`config.mk`:
```
export PLATFORM = sky130hd
export DESIGN_NAME = sprite_spawner
export DESIGN_NICKNAME = d
export VERILOG_FILES = /design/src/rtl/sprite_spawner.sv
export SDC_FILE = /design/constraint.sdc
export NUM_CORES = 1
export LEC_CHECK = 0
export ABC_AREA = 1
export ABC_CLOCK_PERIOD_IN_PS = 2000
export CORE_MARGIN = 4
export CORE_UTILIZATION = 53
export CTS_CLUSTER_DIAMETER = 150
export DETAILED_ROUTE_END_ITERATION = 6
export HOLD_SLACK_MARGIN = 0.06
export PLACE_DENSITY = 0.78
export SLEW_MARGIN = 20
export SYNTH_ARGS = -nofsm -noshare
export SYNTH_HDL_FRONTEND = slang
export SYNTH_SLANG_ARGS = --single-unit
```
`constraint.sdc`:
```
create_clock -name clk_pixel_in -period 2 [get_ports clk_pixel_in]
set_clock_uncertainty 0.05 [all_clocks]
set_input_delay 0.3 -clock clk_pixel_in [delete_from_list [all_inputs] [get_ports clk_pixel_in]]
set_output_delay 0.3 -clock clk_pixel_in [all_outputs]
set_load 0.02 [all_outputs]
```
`src/rtl/sprite_spawner.sv`:
```
// Sprite spawn controller: debounced button -> latched position/variant, frame-paced show/cooldown.
// Optional macro SPRITE_SPAWNER_AUTO_EN adds an automatic spawn after AUTO_FRAMES idle frames.
module sprite_spawner #(
  parameter int unsigned SCREEN_W        = 1280,
  parameter int unsigned SCREEN_H        = 720,
  parameter int unsigned SPRITE_W        = 256,
  parameter int unsigned SPRITE_H        = 256,
  parameter int unsigned SHOW_FRAMES     = 60,
  parameter int unsigned COOLDOWN_FRAMES = 15,
  parameter int unsigned DEBOUNCE_CYCLES = 742500,
  parameter int unsigned AUTO_FRAMES     = 120
) (
  input  logic        clk_pixel_in,
  input  logic        rst_in,
  input  logic        trigger_in,
  input  logic [15:0] rand_in,
  input  logic        nf_in,
  output logic [10:0] x_out,
  output logic [9:0]  y_out,
  output logic        pop_out,
  output logic        visible_out,
  output logic        busy_out,
  output logic [7:0]  spawn_count_out
);

  localparam logic [10:0] XMAX = 11'(SCREEN_W - SPRITE_W);
  localparam logic [9:0]  YMAX = 10'(SCREEN_H - SPRITE_H);

  localparam int unsigned MAXF_A = (SHOW_FRAMES > COOLDOWN_FRAMES) ? SHOW_FRAMES : COOLDOWN_FRAMES;
  localparam int unsigned MAXF   = (MAXF_A > AUTO_FRAMES) ? MAXF_A : AUTO_FRAMES;
  localparam int unsigned FCW    = $clog2(MAXF + 1);
  localparam int unsigned DBW    = $clog2(DEBOUNCE_CYCLES + 1);

  typedef enum logic [1:0] {StIdle, StSpawn, StShow, StCooldown} state_e;

  // Input conditioning
  logic           sync1_q, sync2_q, deb_q, deb_prev_q;
  logic [DBW-1:0] deb_cnt_q;
  logic           trig_pulse;

  always_ff @(posedge clk_pixel_in) begin
    if (rst_in) begin
      sync1_q    <= 1'b0;
      sync2_q    <= 1'b0;
      deb_q      <= 1'b0;
      deb_prev_q <= 1'b0;
      deb_cnt_q  <= '0;
    end else begin
      sync1_q    <= trigger_in;
      sync2_q    <= sync1_q;
      deb_prev_q <= deb_q;
      if (sync2_q == deb_q) begin
        deb_cnt_q <= '0;
      end else if (deb_cnt_q == DBW'(DEBOUNCE_CYCLES - 1)) begin
        deb_q     <= sync2_q;
        deb_cnt_q <= '0;
      end else begin
        deb_cnt_q <= deb_cnt_q + 1'b1;
      end
    end
  end

  assign trig_pulse = deb_q & ~deb_prev_q;

  // Spawn FSM
  state_e         state_q, state_d;
  logic [FCW-1:0] frame_q, frame_d;
  logic [10:0]    x_q, x_d;
  logic [9:0]     y_q, y_d;
  logic           pop_q, pop_d;
  logic [7:0]     count_q, count_d;
  logic           visible_q, visible_d;
  logic           busy_q, busy_d;
  logic           auto_fire;
  logic [10:0]    x_raw;
  logic [9:0]     y_raw;

  assign x_raw = rand_in[10:0];
  assign y_raw = rand_in[15:6];

`ifdef SPRITE_SPAWNER_AUTO_EN
  logic [FCW-1:0] idle_q, idle_d;

  assign auto_fire = (state_q == StIdle) && nf_in && (idle_q == FCW'(AUTO_FRAMES - 1));

  always_comb begin
    idle_d = idle_q;
    if (state_d != StIdle) begin
      idle_d = '0;
    end else if (nf_in) begin
      idle_d = idle_q + 1'b1;
    end
  end

  always_ff @(posedge clk_pixel_in) begin
    if (rst_in) idle_q <= '0;
    else        idle_q <= idle_d;
  end
`else
  assign auto_fire = 1'b0;
`endif

  always_comb begin
    state_d   = state_q;
    frame_d   = frame_q;
    x_d       = x_q;
    y_d       = y_q;
    pop_d     = pop_q;
    count_d   = count_q;
    visible_d = (state_q == StShow);
    busy_d    = (state_q == StShow) || (state_q == StCooldown);
    case (state_q)
      StIdle: begin
        if (trig_pulse || auto_fire) state_d = StSpawn;
      end
      StSpawn: begin
        x_d     = (x_raw > XMAX) ? XMAX : x_raw;
        y_d     = (y_raw > YMAX) ? YMAX : y_raw;
        pop_d   = rand_in[0];
        frame_d = '0;
        if (count_q != 8'hFF) count_d = count_q + 8'd1;
        state_d = StShow;
      end
      StShow: begin
        // Retrigger takes priority over a coincident frame tick.
        if (trig_pulse) begin
          state_d = StSpawn;
        end else if (nf_in) begin
          if (frame_q == FCW'(SHOW_FRAMES - 1)) begin
            state_d = StCooldown;
            frame_d = '0;
          end else begin
            frame_d = frame_q + 1'b1;
          end
        end
      end
      StCooldown: begin
        if (nf_in) begin
          if (frame_q == FCW'(COOLDOWN_FRAMES - 1)) begin
            state_d = StIdle;
            frame_d = '0;
          end else begin
            frame_d = frame_q + 1'b1;
          end
        end
      end
      default: state_d = StIdle;
    endcase
  end

  always_ff @(posedge clk_pixel_in) begin
    if (rst_in) begin
      state_q   <= StIdle;
      frame_q   <= '0;
      x_q       <= '0;
      y_q       <= '0;
      pop_q     <= 1'b0;
      count_q   <= '0;
      visible_q <= 1'b0;
      busy_q    <= 1'b0;
    end else begin
      state_q   <= state_d;
      frame_q   <= frame_d;
      x_q       <= x_d;
      y_q       <= y_d;
      pop_q     <= pop_d;
      count_q   <= count_d;
      visible_q <= visible_d;
      busy_q    <= busy_d;
    end
  end

  assign x_out           = x_q;
  assign y_out           = y_q;
  assign pop_out         = pop_q;
  assign visible_out     = visible_q;
  assign busy_out        = busy_q;
  assign spawn_count_out = count_q;

endmodule

```
==> impl_metrics.toml <==
[yosys]
netlist_area_um2 = 3110
ys_warn_count = 0
synth_top_area_cell = "dfxtp_1"
synth-seq-area-share_pct = 41.8
synthDistinctLibCells = 31
netlist_top_cells_area = "dfxtp_1 42%, nand2_1 13%, nor2_1 9.5%, inv_1 5.9%, a21oi_1 5.8%"
synth-seq-cells = 65
syn_avg_cell_area_um2 = 6.82
netlist.area_leader.share_pct = 41.8
synthCells = 456
synth_nets = 480

[sta]
rsz0062_at_grt = "false"
worst_slew_pin_slew_ns = 0.297
fin_hold_ws_ns = 0.363
finalMaxSlewViolations = 0
finalCritPeriodShare_pct = 86.7
fin_crit_ns = 1.73
fmax_mhz = 577
layout_setup_ws_ns = 0.265
finalSetupViolCount = 0
fin_setup_tns_ns = 0
hold_viol = 0
relSlewSlack_pct = 80.2

[cts]
clock_path_buffers = 2
htree_levels = 3
path_clk_slew_ns = 0.07
cts_hold_buf = 0
insertion_delay_ns = 0.35
post_cts_buffers = 0
cts_buffers = 9
clkSinkCount = 65
cts_root_buffer = "clkbuf_8"
cts_resized = 0
cts_tree = "yes"

[drt]
dr_total_vias = 3018
drt_iter0_markers = 110
routedWlPerCell_um = 12.0
drtPass1Iterations = 4
drt_wl_total_mm = 7.04
viasPerCell = 5.13
drc_errors = 0
postRouteAntennaNets = 0

[layout]
regArea_um2 = 1300
multi_input_area_um2 = 1560
syn2layout_area_growth_pct = 25.3
layout-drive-gt1-share_pct = 7.95
antenna_cells = 0
nets = 536
final_cell_mix = "106 x nand2_1, 79 x nor2_1, 65 x dfxtp_1"
postLayoutCoreUtil_pct = 69.5
final_common_cell = "nand2_1"
fillers = 485

[min_path]
hold_path.class = "reg -> reg"

[global_route]
antenna_found_initial = 0
grt_usage_pct = 20.6
grt_pass1_vias = 2981
grt_max_degree = 29
grt_pass1_wl_mm = 12.2
grt_overflow_total = 0

[power_and_ir_drop]
power.density_nw_per_um2 = 892
power.static_leakage_nw = 1.45
worst_ir_drop_vdd_mv = 0.627

[floorplanning]
coreArea_um2 = 5610
start_util_pct = 55.5
dieArea_um2 = 7160
die_h_um = 84.6
die_w_um = 84.6
ioPinCount = 52
rows = 27

[flow_run]
cap_violations = 0

[critical_path]
cp.arrival_ns = 1.38
critPathBufInv = 1
cp.required_ns = 1.65
critPathMaxFanout = 5
crit_path_cell_trace = "clkdlybuf4s50_1"
start_kind = "register"
crit_type = "reg -> out"
cpLargestDelayFamily = "buffers and inverters"
worstSetupEndpointType = "output port"
critPathMaxStageDelay_ns = 0.64
slowest_stage = "clkdlybuf4s50_1"

[placement]
numPortBuffers = 51
pre_cts_ws_ns = 0.335
place_hpwl_mm = 5.13
place_congestion = 0.826

[status]
status = "complete, no violations"
==> state kept, by name, indices dropped and copies added, names as in the netlist, 2 cells and up <==
signal / cells
state_q: 2
deb_cnt_q: 20
y_out: 10
spawn_count_out: 8
frame_q: 7
x_out: 11
==> worst register-to-register path, delay by kind of cell, from the launching register on <==
family                   cells  cell delay, ns
AND/OR/NAND/NOR              4            0.70
AO/OA/AOI/OAI                1            0.07
flip-flops                   1            0.39
adder cells (fa/ha/maj)      1            0.29
==> kinds of logic after synthesis <==
kind of cell,after synthesis,synth area share [%]
DFF,65,41.8
and+or+nand+nor,253,35.5
adders and majority gates,4,1.61
buffers and inverters,63,8.16
xor gates and xnor gates,8,2.25
AOI/OAI and AO/OA,63,10.7
==> synthesized netlist by cell type, drive strengths merged <==
| cell | n |
|---|---|
| nor3 | 6 |
| dfxtp | 65 |
| or2 | 1 |
| inv | 53 |
| nand3 | 35 |
| buf | 5 |
| ha | 4 |
| nand4 | 7 |
| o21ai | 19 |
| o21bai | 2 |
| a21oi | 38 |
| xnor2 | 4 |
| and2 | 2 |
| nor2 | 86 |
| nand2 | 113 |
| xor2 | 4 |
| nand3b | 3 |
| a31oi | 4 |
| clkbuf | 5 |
==> final timing paths <==
| path | slack (ns) | from | endpoint | depth (start not counted) |
|---|---|---|---|---|
| worst max-delay path | 0.27 | spawn_count_out[5]$_SDFFE_PP0P_ | spawn_count_out[5] | 1 |
| worst min-delay path | 0.36 | sync1_q$_SDFF_PP0_ | sync2_q$_SDFF_PP0_ | 2 |
| worst max register to register | 0.39 | deb_cnt_q[0]$_SDFF_PP0_ | deb_cnt_q[19]$_SDFF_PP0_ | 6 |
| worst min register to register | 0.36 | sync1_q$_SDFF_PP0_ | sync2_q$_SDFF_PP0_ | 2 |
==> power breakdown <==
part	leakage, nW	switching (mW)	total, mW	internal, mW
Clock	0.106	0.478	1.21	0.728
Sequential	0.526	0.0682	1.47	1.41
Combinational	0.815	0.479	0.798	0.319
==> layout make-up <==
class	instances	share of cell area, %
Sequential cell	65	33.4
Clock buffer	12	3.72
Tap cell	72	2.31
Inverter	53	5.10
Clock inverter	3	1.67
Timing Repair Buffer	55	13.9
Multi-Input combinational cell	328	39.9
==> routing by layer <==
metal	track usage [%]	up-vias	routed length, um
met3	7.65	11	559
met5	0	-	0
li1	-	1557	-
met2	33.2	87	3160
met4	8.63	0	101
met1	24.7	1363	3220
==> stage by stage <==
step	instances	power (mW)	area, um^2
6_report	588	3.48	3900
5_1_grt	588	3.66	3900
4_1_cts	588	3.50	3900
3_5_place_dp	573	2.29	3690
3_3_place_gp	573	2.29	3690
2_1_floorplan	456	1.99	3110
Power figures use the tool's default switching activity.
